## config.mk

```make
export PLATFORM = sky130hd
export DESIGN_NAME = sipo_deserializer
export DESIGN_NICKNAME = d
export VERILOG_FILES = /design/src/rtl/sipo_deserializer_pkg.sv /design/src/rtl/sipo_deserializer_shift_core.sv /design/src/rtl/sipo_deserializer.sv
export SDC_FILE = /design/constraint.sdc
export NUM_CORES = 1
export LEC_CHECK = 0
export BUFFER_PORTS_ARGS = -buffer_cell sky130_fd_sc_hd__buf_2
export CAP_MARGIN = 20
export CORE_AREA = 2 2 39 41
export CTS_CLUSTER_SIZE = 30
export DETAILED_ROUTE_END_ITERATION = 6
export DIE_AREA = 0 0 41 43
export PLACE_DENSITY = 0.77
export REMOVE_ABC_BUFFERS = 1
export SYNTH_ARGS = -nofsm -noshare
export SYNTH_HDL_FRONTEND = slang
export SYNTH_HIERARCHICAL = 1
export SYNTH_SLANG_ARGS = --single-unit
```

## constraint.sdc

```tcl
create_clock -name clk -period 1.8 [get_ports clk]
set_clock_uncertainty 0.1 [all_clocks]
set_input_delay 0.09 -clock clk [delete_from_list [all_inputs] [get_ports clk]]
set_output_delay 0.09 -clock clk [all_outputs]
set_load 0.02 [all_outputs]
```

## src/rtl/sipo_deserializer_pkg.sv

```systemverilog
// Shared serial definitions: default word width, bit-counter sizing and the
// bit-order encoding common to the PISO/SIPO stages.
package sipo_deserializer_pkg;

   localparam int unsigned DEFAULT_WIDTH = 4;

   typedef enum logic {
      LSB_ORDER = 1'b0,
      MSB_ORDER = 1'b1
   } bit_order_e;

   function automatic int unsigned cnt_width(input int unsigned w);
      return $clog2(w + 1);
   endfunction

endpackage

```

## src/rtl/sipo_deserializer_shift_core.sv

```systemverilog
// Shift register and bit counter; flags the cycle that collects the last bit
// and presents the completed word combinationally for the output slot.
module sipo_shift_core
   import sipo_deserializer_pkg::*;
#(
   parameter int unsigned WIDTH     = DEFAULT_WIDTH,
   parameter bit          MSB_FIRST = 1'b1
) (
   input  logic                         clk,
   input  logic                         reset,
   input  logic                         sin,
   input  logic                         sin_valid,
   input  logic                         align,
   output logic [WIDTH-1:0]             word,
   output logic                         complete,
   output logic [cnt_width(WIDTH)-1:0]  bit_cnt
);

   localparam int unsigned CW    = cnt_width(WIDTH);
   localparam bit_order_e  ORDER = MSB_FIRST ? MSB_ORDER : LSB_ORDER;

   logic [WIDTH-1:0] sr;
   logic [WIDTH-1:0] base;

   // align drops the partial word, so a coincident bit shifts into a clean register
   always_comb begin
      base = align ? '0 : sr;
      if (ORDER == MSB_ORDER) word = {base[WIDTH-2:0], sin};
      else                    word = {sin, base[WIDTH-1:1]};
      complete = sin_valid && !align && (bit_cnt == CW'(WIDTH - 1));
   end

   always_ff @(posedge clk) begin
      if (reset) begin
         sr      <= '0;
         bit_cnt <= '0;
      end else if (sin_valid) begin
         sr <= word;
         if (complete)   bit_cnt <= '0;
         else if (align) bit_cnt <= CW'(1);
         else            bit_cnt <= bit_cnt + CW'(1);
      end else if (align) begin
         sr      <= '0;
         bit_cnt <= '0;
      end
   end

endmodule

```

## src/rtl/sipo_deserializer.sv

```systemverilog
// Serial-to-parallel deserializer: shift core plus a one-word output slot with
// valid/ready handshake and a sticky overrun flag for dropped words.
module sipo_deserializer
   import sipo_deserializer_pkg::*;
#(
   parameter int unsigned WIDTH     = DEFAULT_WIDTH,
   parameter bit          MSB_FIRST = 1'b1
) (
   input  logic                         clk,
   input  logic                         reset,
   input  logic                         sin,
   input  logic                         sin_valid,
   input  logic                         align,
   output logic [WIDTH-1:0]             dout,
   output logic                         dout_valid,
   input  logic                         dout_ready,
   output logic                         overrun,
   input  logic                         overrun_clr,
   output logic [cnt_width(WIDTH)-1:0]  bit_cnt
);

   logic [WIDTH-1:0] word;
   logic             complete;
   logic             transfer;
   logic             load;
   logic             drop;

   sipo_shift_core #(
      .WIDTH     (WIDTH),
      .MSB_FIRST (MSB_FIRST)
   ) u_core (
      .clk       (clk),
      .reset     (reset),
      .sin       (sin),
      .sin_valid (sin_valid),
      .align     (align),
      .word      (word),
      .complete  (complete),
      .bit_cnt   (bit_cnt)
   );

   always_comb begin
      transfer = dout_valid && dout_ready;
      load     = complete && (!dout_valid || dout_ready);
      drop     = complete && dout_valid && !dout_ready;
   end

   always_ff @(posedge clk) begin
      if (reset) begin
         dout       <= '0;
         dout_valid <= 1'b0;
         overrun    <= 1'b0;
      end else begin
         if (load) begin
            dout       <= word;
            dout_valid <= 1'b1;
         end else if (transfer) begin
            dout_valid <= 1'b0;
         end
         // a drop in the same cycle as a clear keeps the flag set
         if (drop)             overrun <= 1'b1;
         else if (overrun_clr) overrun <= 1'b0;
      end
   end

endmodule

```

==> qor.csv, run 1 <==
stage,metric,value,unit
setup_path,cpPeakStageDelay,370,ps
floorplan,rows,14,
global_route,grt_max_degree,18,
synthesis,synth_area_leaders,"dfxtp_1, nand2b_1, mux2i_1, ha_1, nor2b_1",
run,max_cap_violations,0,
floorplan,die_y,43,um
global_route,overflow,0,
clocking,cts_tree,done,
setup_path,startpoint_type,flop,
floorplan,dieArea,1760,um2
layout,final_common_cell,buf_2,
worst_hold_path,hp-class,in -> reg,
sta,drv_slew,0,
synthesis,yosys.area_share.simple,29.7,%
synthesis,avgSynthCellArea,9.74,um2
clocking,clock_path_buffers,2,
global_route,grt_pass1_wl,1.66,mm
setup_path,slowest_stage,dfxtp_1,
layout,nNetsFinal,86,
setup_path,cp.required,1890,ps
setup_path,critPathKind,reg -> reg,
route,drt-vias-per-instance,4.92,
clocking,cts.clk_slew.worst_paths,70,ps
placement,place_inst,87,
synthesis,synthCells,61,
placement,port_buffers,15,
synthesis,ys_warn_count,6,
route,wl,1.01,mm
global_route,antenna_found_initial,0,
sta,post-route-period-util,92.2,%
setup_path,crit_top_cell,ha_1,
worst_hold_path,hold_depth,4,
sta,rsz0062_at_grt,no,
floorplan,initial_core_util,42.9,%
synthesis,netlist-cell-type-count,23,
synthesis,synth_top_area_cell,dfxtp_1,
setup_path,end_kind,flop,
sta,fmax,603,MHz
synthesis,synthAdderAreaFrac,4.21,%
clocking,cts.sink_count,12,
setup_path,path_max_fanout,4,
run_status,status,"finished, final reports clean",
synthesis,synth-compound-area-share,7.79,%
global_route,grt_use_total,14.1,%
placement,place.gp.congestion,0.796,
route,drt_iter0_drc,3,
setup_path,worstPathArrival,1750,ps
synthesis,synth_top_family_by_area,simple AND/OR/NAND/NOR gates,
sta,fin_setup_tns,0,ps
sta,hold_viol_final,0,
route,post_drt_wl_per_cell,11.1,um
route,num_vias,448,
clocking,clk_latency,260,ps
synthesis,synthMuxAreaShare,10.1,%
floorplan,die_w,41,um
sta,setup_viol,0,
pwr,p_leak,0.284,nW
layout,num_antenna_cells,0,
clocking,cts_max_level,1,
layout,drive_gt1_share,29.3,%
sta,tightest_slew,257,ps
route,remaining_drc_errors,0,
floorplan,ioPinCount,16,
synthesis,synthesis.area,594,um2
route,ant_nets,0,
global_route,grt_pass1_vias,421,
clocking,clockRootBuffer,clkbuf_4,
clocking,cts_made_buffers,3,
floorplan,fp.coreArea,1380,um2
clocking,cts_resized,0,
layout,final_cell_mix,"buf_2, dfxtp_1, nand2b_1, mux2i_1",
layout,final_cells,91,
layout,utilization,49.4,%
layout,syn_to_final_growth,14.9,%
sta,fin_crit,1660,ps
synthesis,synth_xor_area_share,0,%
setup_path,worstPathCellList,ha_1 > ha_1 > nand2_1 > nor2_1 > nor2b_2 > mux2i_1,
synthesis,synth_top_area_share,40.4,%
synthesis,ys_seq_area_share,40.4,%
sta,max_slew_margin,82.6,%
synthesis,ys_ff_latch,12,
pwr,powerDensity,686,nW/um2
setup_path,rr_worst_depth,6,
pwr,ir_worst_vdd,366,uV
route,firstDrtPassIters,2,
[timing repair]
item / 4_1_cts / 5_1_grt
hold buffers: 1 / 0
endpoints found under the hold margin: 2 / 0
setup buffers: 0 / 0
[area by class of cell]
cell class	count	area, um2
inverter	2	7.51
fill	139	701
tap	16	20.0
clock buffer	3	22.5
sequential	12	240
timing repair buffer	16	85.1
multi-input combinational	42	308
[worst paths after layout]
kind	endpoint	start	slack, ps
setup / recovery	dout[2]	u_core/bit_cnt[0]	140
hold / removal	dout_valid	dout_ready	30
setup reg to reg	dout[2]	u_core/bit_cnt[0]	140
hold reg to reg	dout[1]	dout[1]	380
[worst max-delay path: cells and delay by family, from the launching register on]
| kind | cells | cell delay (ps) |
|---|---|---|
| simple gates | 3 | 540 |
| flops | 1 | 370 |
| fa+ha+maj | 2 | 370 |
| mux | 1 | 210 |
[layer usage]
layer	wire length (um)	share of wire (%)	up-vias	global-route usage, %
li1	-	-	229	-
met1	437	43	207	14.3
met2	509	50	10	23.4
met3	41	4.1	2	1.57
met4	19	1.9	0	12.0
met5	0	0	-	0
[registers in the layout, summed over array words and instances, names as in the netlist]
register,flops
dout_valid,1
u_core/sr,3
u_core/bit_cnt,3
overrun,1
dout,4
[report_power, final]
part	switching, W	internal [W]
sequential	0.00000276	0.000269
clock	0.0000789	0.0000771
combinational	0.0000217	0.0000189
[cell families after synthesis]
kind of cell	Yosys count
fa+ha+maj	2
compound gates	6
simple gates	28
buf+inv	7
flops	12
mux	6
[synthesized netlist by cell type]
cell,n
nor2b_4,1
nand2b_1,10
clkbuf_1,1
buf_2,1
nor2_1,4
nand3b_1,1
nand2_1,2
ha_1,2
buf_6,2
a21oi_1,2
o21bai_1,1
inv_1,2
nor2b_2,1
nor2b_1,4
mux2i_1,6
or3b_1,2
nor4b_1,1
a31o_2,1
buf_4,1
nor3_1,2
dfxtp_1,12
a211oi_1,1
a211oi_2,1
[metrics by stage]
stage          worst slack (ps)  cell area [um2]  hold slack (ps)  power (W)
3_3_place_gp                241              651              257   0.000317
5_1_grt                    2.41              683             53.9   0.000498
3_5_place_dp                143              651              267   0.000318
2_1_floorplan               186              556             54.6   0.000295
4_1_cts                     139              683             20.0   0.000480
6_report                    141              683             29.3   0.000469
No activity file was read; power rests on OpenSTA's default activity.
==> inputs of run 2 (changes only) <==
- PLACE_DENSITY: 0.77 -> not set
- PLACE_DENSITY_LB_ADDON: not set -> 0.08
- SLEW_MARGIN: not set -> 15
==> qor.csv, run 2 (synthesized netlist as in run 1, its figures left out) <==
stage,metric,value,unit,change
layout,utilization,50.4,%,+0.99 points
clocking,clock_path_buffers,2,,unchanged
floorplan,rows,14,,unchanged
setup_path,end_kind,flop,,
setup_path,startpoint_type,flop,,
layout,final_cell_mix,"buf_2, dfxtp_1, nand2b_1, mux2i_1",,
layout,multi_input_area,308,um2,unchanged
clocking,clockRootBuffer,clkbuf_4,,
setup_path,path_max_fanout,4,,unchanged
placement,dpl.hpwl,660,um,
setup_path,critPathKind,reg -> reg,,
floorplan,initial_core_util,42.9,%,unchanged
sta,fin_setup_tns,0,ps,unchanged
layout,final_common_cell,buf_2,,
clocking,cts_made_buffers,3,,unchanged
layout,nNetsFinal,86,,unchanged
pwr,total_power,0.000524,W,+12%
route,wl,933,um,-7.5%
layout,num_antenna_cells,0,,unchanged
sta,setup_viol,0,,unchanged
pwr,ir_worst_vdd,538,uV,+47%
setup_path,worstPathArrival,1720,ps,-30 ps
floorplan,die_y,43,um,unchanged
route,drt_iter0_drc,3,,unchanged
sta,post-route-period-util,90.0,%,-2.2 points
clocking,cts_max_level,1,,unchanged
clocking,cts_tree,done,,
global_route,grt_pass1_vias,386,,-8.3%
clocking,cts.sink_count,12,,unchanged
global_route,overflow,0,,unchanged
clocking,cts.clk_slew.worst_paths,80,ps,about the same
floorplan,ioPinCount,16,,unchanged
layout,reg_top3,"dout x4, u_core/bit_cnt x3, u_core/sr x3",,
layout,n_fill_cell,137,,-1.4%
route,post_drt_wl_per_cell,10.1,um,-8.5%
sta,hold_viol_final,0,,unchanged
clocking,clk_latency,260,ps,about the same
sta,fin_crit,1620,ps,-38.8 ps
sta,drv_slew,0,,unchanged
pwr,powerDensity,751,nW/um2,+9.5%
global_route,grt_use_total,12.8,%,-1.3 points
placement,place_inst,87,,unchanged
layout,largest_reg_flops,4,,unchanged
global_route,antenna_found_initial,0,,unchanged
route,num_vias,444,,-0.89%
layout,drive_gt1_share,30.3,%,+0.93 points
route,ant_nets,0,,unchanged
sta,timing.hold.ws,23.3,ps,-6.05 ps
global_route,grt_pass1_wl,1.51,mm,-9.1%
layout,syn_to_final_growth,17.3,%,
run,max_cap_violations,0,,unchanged
pwr,p_leak,0.291,nW,+2.5%
run_status,status,"finished, final reports clean",,
route,firstDrtPassIters,4,,+2
sta,rsz0062_at_grt,no,,
route,drt-vias-per-instance,4.83,,-2.0%
sta,max_slew_margin,82.9,%,+0.29 points
floorplan,die_w,41,um,unchanged
placement,place.gp.congestion,0.631,,-21%
floorplan,fp.coreArea,1380,um2,unchanged
sta,tightest_slew,255,ps,-1.87 ps
layout,final_cells,92,,+1.1%
layout,seq_area,240,um2,unchanged
global_route,grt_max_degree,18,,unchanged
setup_path,cp.required,1900,ps,about the same
route,remaining_drc_errors,0,,unchanged
placement,port_buffers,15,,unchanged
floorplan,dieArea,1760,um2,unchanged
worst_hold_path,hp-class,in -> reg,,
layout,regMostFlops,dout,,
sta,fmax,617,MHz,+2.4%
## run 2: path summary, 6_finish.rpt
kind	slack, ps	from	cells past startpoint	endpoint
setup / recovery	180	u_core/bit_cnt[0]	6	dout[2]
hold / removal	20	dout_ready	4	dout_valid
setup reg to reg	180	u_core/bit_cnt[0]	6	dout[2]
hold reg to reg	380	dout[0]	2	dout[0]
## run 2: layer usage
layer / vias to the layer above / wire [um] / GRT usage, %
met2: 9 / 443 / 19.7
li1: 232 / - / -
met4: 0 / 0 / 6.00
met1: 203 / 445 / 16.1
met5: - / 0 / 0
met3: 0 / 44 / 3.14
## run 2: stage by stage
stage / cell area (um2) / worst slack (ps)
finish: 697 / 180
global route: 697 / 3.48
CTS: 697 / 143
detailed placement: 651 / 167
global placement: 651 / 186
floorplan: 556 / 186
## run 2: area by class of cell
class / instances / area share (%)
Multi-Input combinational cell: 42 / 44.2
Tap cell: 16 / 2.87
Sequential cell: 12 / 34.5
Clock buffer: 4 / 5.21
Timing Repair Buffer: 16 / 12.2
Inverter: 2 / 1.08
## run 2: power by group
part           total (W)  switching, W  leakage (nW)  internal, W
clock network   0.000212     0.0000891        0.0210     0.000123
registers       0.000272    0.00000268        0.0971     0.000269
logic          0.0000400     0.0000212         0.173    0.0000189
## run 2: repair_timing
item                      CTS  global route
buffers inserted            0             0
hold buffers                1             0
resized for setup           0             0
hold endpoints to repair    2             0
## run 2: worst max-delay path, stage by stage (launching register included)
cell and delay [ps]:
dfxtp_1 370, ha_1 160, ha_1 190, nand2_1 60, nor2_1 150, nor2b_2 300
mux2i_1 220
==> inputs of run 3 (changes only) <==
- PLACE_DENSITY_LB_ADDON: 0.08 -> not set
- SYNTH_HIERARCHICAL: 1 -> not set
==> qor.csv, run 3 <==
stage,metric,value,unit,change
route,drt_iter0_drc,12,,+9
setup_path,critPathKind,reg -> reg,,
pwr,p_leak,0.283,nW,-2.9%
global_route,grt_pass1_vias,391,,+1.3%
sta,rsz0062_at_grt,no,,
synthesis,synth-edff-count,0,,unchanged
synthesis,ys_ff_latch,12,,unchanged
layout,reg_top3,"dout x4, u_core.bit_cnt x3, u_core.sr x3",,
pwr,ir_worst_vdd,442,uV,-18%
floorplan,rows,14,,unchanged
clocking,clockRootBuffer,clkbuf_4,,
synthesis,synth_area_leaders,"dfxtp_1, a21oi_1, mux2i_1, nand4b_1, ha_1",,
floorplan,ioPinCount,16,,unchanged
global_route,grt_use_total,13.6,%,+0.75 points
setup_path,rr_worst_depth,5,,-1
floorplan,fp.coreArea,1380,um2,unchanged
layout,nNetsFinal,83,,-3.5%
layout,utilization,46.7,%,-3.7 points
sta,hold_viol_final,0,,unchanged
sta,fmax,679,MHz,+10%
layout,n_fill_cell,143,,+4.4%
sta,tightest_slew,216,ps,-39.1 ps
synthesis,ys_seq_area_share,45.5,%,+5.1 points
layout,num_antenna_cells,0,,unchanged
synthesis,synthMuxAreaShare,7.58,%,-2.5 points
layout,largest_reg_flops,4,,unchanged
clocking,post_cts_buffers,0,,unchanged
worst_hold_path,hp-class,in -> reg,,
clocking,clk_latency,270,ps,about the same
sta,fin_crit,1470,ps,-148 ps
clocking,cts.clk_slew.worst_paths,80,ps,about the same
setup_path,startpoint_type,flop,,
sta,setup_viol,0,,unchanged
setup_path,rrSetupSlack,330,ps,+150 ps
layout,syn_to_final_growth,22.3,%,
floorplan,die_y,43,um,unchanged
setup_path,cp.required,1850,ps,-50 ps
synthesis,yosys.cell_count.top_type,dfxtp_1,,
sta,timing.hold.ws,26.9,ps,+3.64 ps
run_status,status,"finished, final reports clean",,
route,wl,991,um,+6.2%
clocking,cts_tree,done,,
synthesis,synthFlopType,dfxtp_1,,
synthesis,ys_warn_count,0,,-6
worst_hold_path,min-delay-start,align,,
layout,final_cell_mix,"buf_2, dfxtp_1, a21oi_1, o21ai_0, nor2_1",,
sta,post-route-period-util,81.8,%,-8.2 points
clocking,cts_made_buffers,3,,unchanged
clocking,clock_path_buffers,2,,unchanged
synthesis,synth-compound-area-share,12.3,%,+4.5 points
pwr,powerDensity,808,nW/um2,+7.5%
sta,max_slew_margin,85.6,%,+2.7 points
global_route,grt_max_degree,13,,-5
run,max_cap_violations,0,,unchanged
route,remaining_drc_errors,0,,unchanged
floorplan,die_w,41,um,unchanged
synthesis,netlist-cell-type-count,20,,-13%
synthesis,synth_xor_area_share,0,%,unchanged
sta,drv_slew,0,,unchanged
clocking,cts.sink_count,12,,unchanged
setup_path,rr_endpoint,dout[1],,
route,drt-vias-per-instance,5.24,,+8.5%
floorplan,dieArea,1760,um2,unchanged
sta,fin_setup_tns,0,ps,unchanged
clocking,cts_max_level,1,,unchanged
floorplan,initial_core_util,38.2,%,-4.8 points
route,num_vias,466,,+5.0%
synthesis,synth_top_family_by_area,simple AND/OR/NAND/NOR gates,,
worst_hold_path,holdPathEnd,u_core.sr[2],,
setup_path,end_kind,flop,,
synthesis,synth_top_area_share,45.5,%,+5.1 points
synthesis,synthCells,56,,-8.2%
route,ant_nets,0,,unchanged
layout,final_common_cell,buf_2,,
global_route,overflow,0,,unchanged
synthesis,synth_top_area_cell,dfxtp_1,,
synthesis,synth-async-reset-ratio,0,%,unchanged
setup_path,worstPathArrival,1530,ps,-190 ps
layout,regMostFlops,dout,,
global_route,antenna_found_initial,0,,unchanged
synthesis,avgSynthCellArea,9.43,um2,-3.2%
placement,place.gp.congestion,0.652,,+3.3%
synthesis,synthAdderAreaFrac,4.74,%,+0.53 points
synthesis,yosys.area_share.simple,24.6,%,-5.0 points
setup_path,path_max_fanout,5,,+1
placement,port_buffers,15,,unchanged
worst_hold_path,hold_depth,2,,-2
synthesis,synth_common_cells,"dfxtp_1, a21oi_1, nor2_1, o21ai_0",,
setup_path,r2r-start,u_core.bit_cnt[0],,
route,firstDrtPassIters,4,,unchanged
synthesis,synthesis.area,528,um2,-11%
global_route,grt_pass1_wl,1.61,mm,+6.8%
layout,drive_gt1_share,28.8,%,-1.5 points
placement,dpl.hpwl,719,um,+8.9%
route,post_drt_wl_per_cell,11.1,um,+9.8%
## run 3: changes by cell type in the layout (fill, tap and decap cells not counted), moves of 3 or more
cell / delta
a21oi_1: +6
o21ai_0: +5
nand2b_1: -10
nand4b_1: +3
## run 3: cell type report
class                   count  area [um2]  share of cell area [%]
clock buffers               4        36.3                    5.62
inverters                   1        3.75                   0.581
repair buffers             16        85.1                    13.2
well taps                  16        20.0                    3.10
multi-input cells          40         260                    40.3
flip-flops and latches     12         240                    37.2
## run 3: worst max-delay path: stages, from the launching register on
cell and delay [ps]:
dfxtp_1 370, ha_1 170, ha_1 230, nand3b_1 180, o21ai_0 210, a21oi_1 90
## run 3: per-layer routing
| metal | part of all wire, % | track usage [%] |
|---|---|---|
| met3 | 7.0 | 7.85 |
| met4 | 0 | 4.00 |
| met2 | 43 | 18.8 |
| met1 | 50 | 17.5 |
| met5 | 0 | 0 |
## run 3: how the worst max path moves through the flow
stage                 startpoint       to  slack [ps]  cells past startpoint
3_3_place_gp   u_core.bit_cnt[0]  dout[2]         400                      5
4_1_cts        u_core.bit_cnt[0]  dout[1]         320                      5
5_1_grt        u_core.bit_cnt[0]  dout[2]         190                      5
3_5_place_dp   u_core.bit_cnt[0]  dout[3]         350                      5
6_report       u_core.bit_cnt[0]  dout[1]         330                      5
2_1_floorplan  u_core.bit_cnt[0]  dout[2]         350                      5
## run 3: logic make-up (layout without fill, tap and decap cells)
| kind of cell | count (synthesis) | count (layout) |
|---|---|---|
| compound gates | 13 | 13 |
| buf+inv | 4 | 21 |
| fa+ha+maj | 2 | 2 |
| simple gates | 21 | 21 |
| mux | 4 | 4 |
| flops | 12 | 12 |
## run 3: per-stage QoR
step	worst slack (ps)	power (W)	instance area, um2	std cells
3_5_place_dp	353	0.000314	599	84
2_1_floorplan	349	0.000293	504	53
3_3_place_gp	397	0.000314	599	84
4_1_cts	320	0.000532	646	89
5_1_grt	187	0.000547	646	89
6_report	328	0.000522	646	89
## run 3: power breakdown
part	switching (W)	internal [W]	leakage [nW]
logic	0.0000205	0.0000167	0.165
clock network	0.0000899	0.000123	0.0210
registers	0.00000284	0.000269	0.0971
total	0.000113	0.000408	0.283
## run 3: timing repair
action | 4_1_cts | 5_1_grt
hold buffers | 1 | 0
gates resized for setup | 0 | 0
hold endpoints to repair | 2 | 0
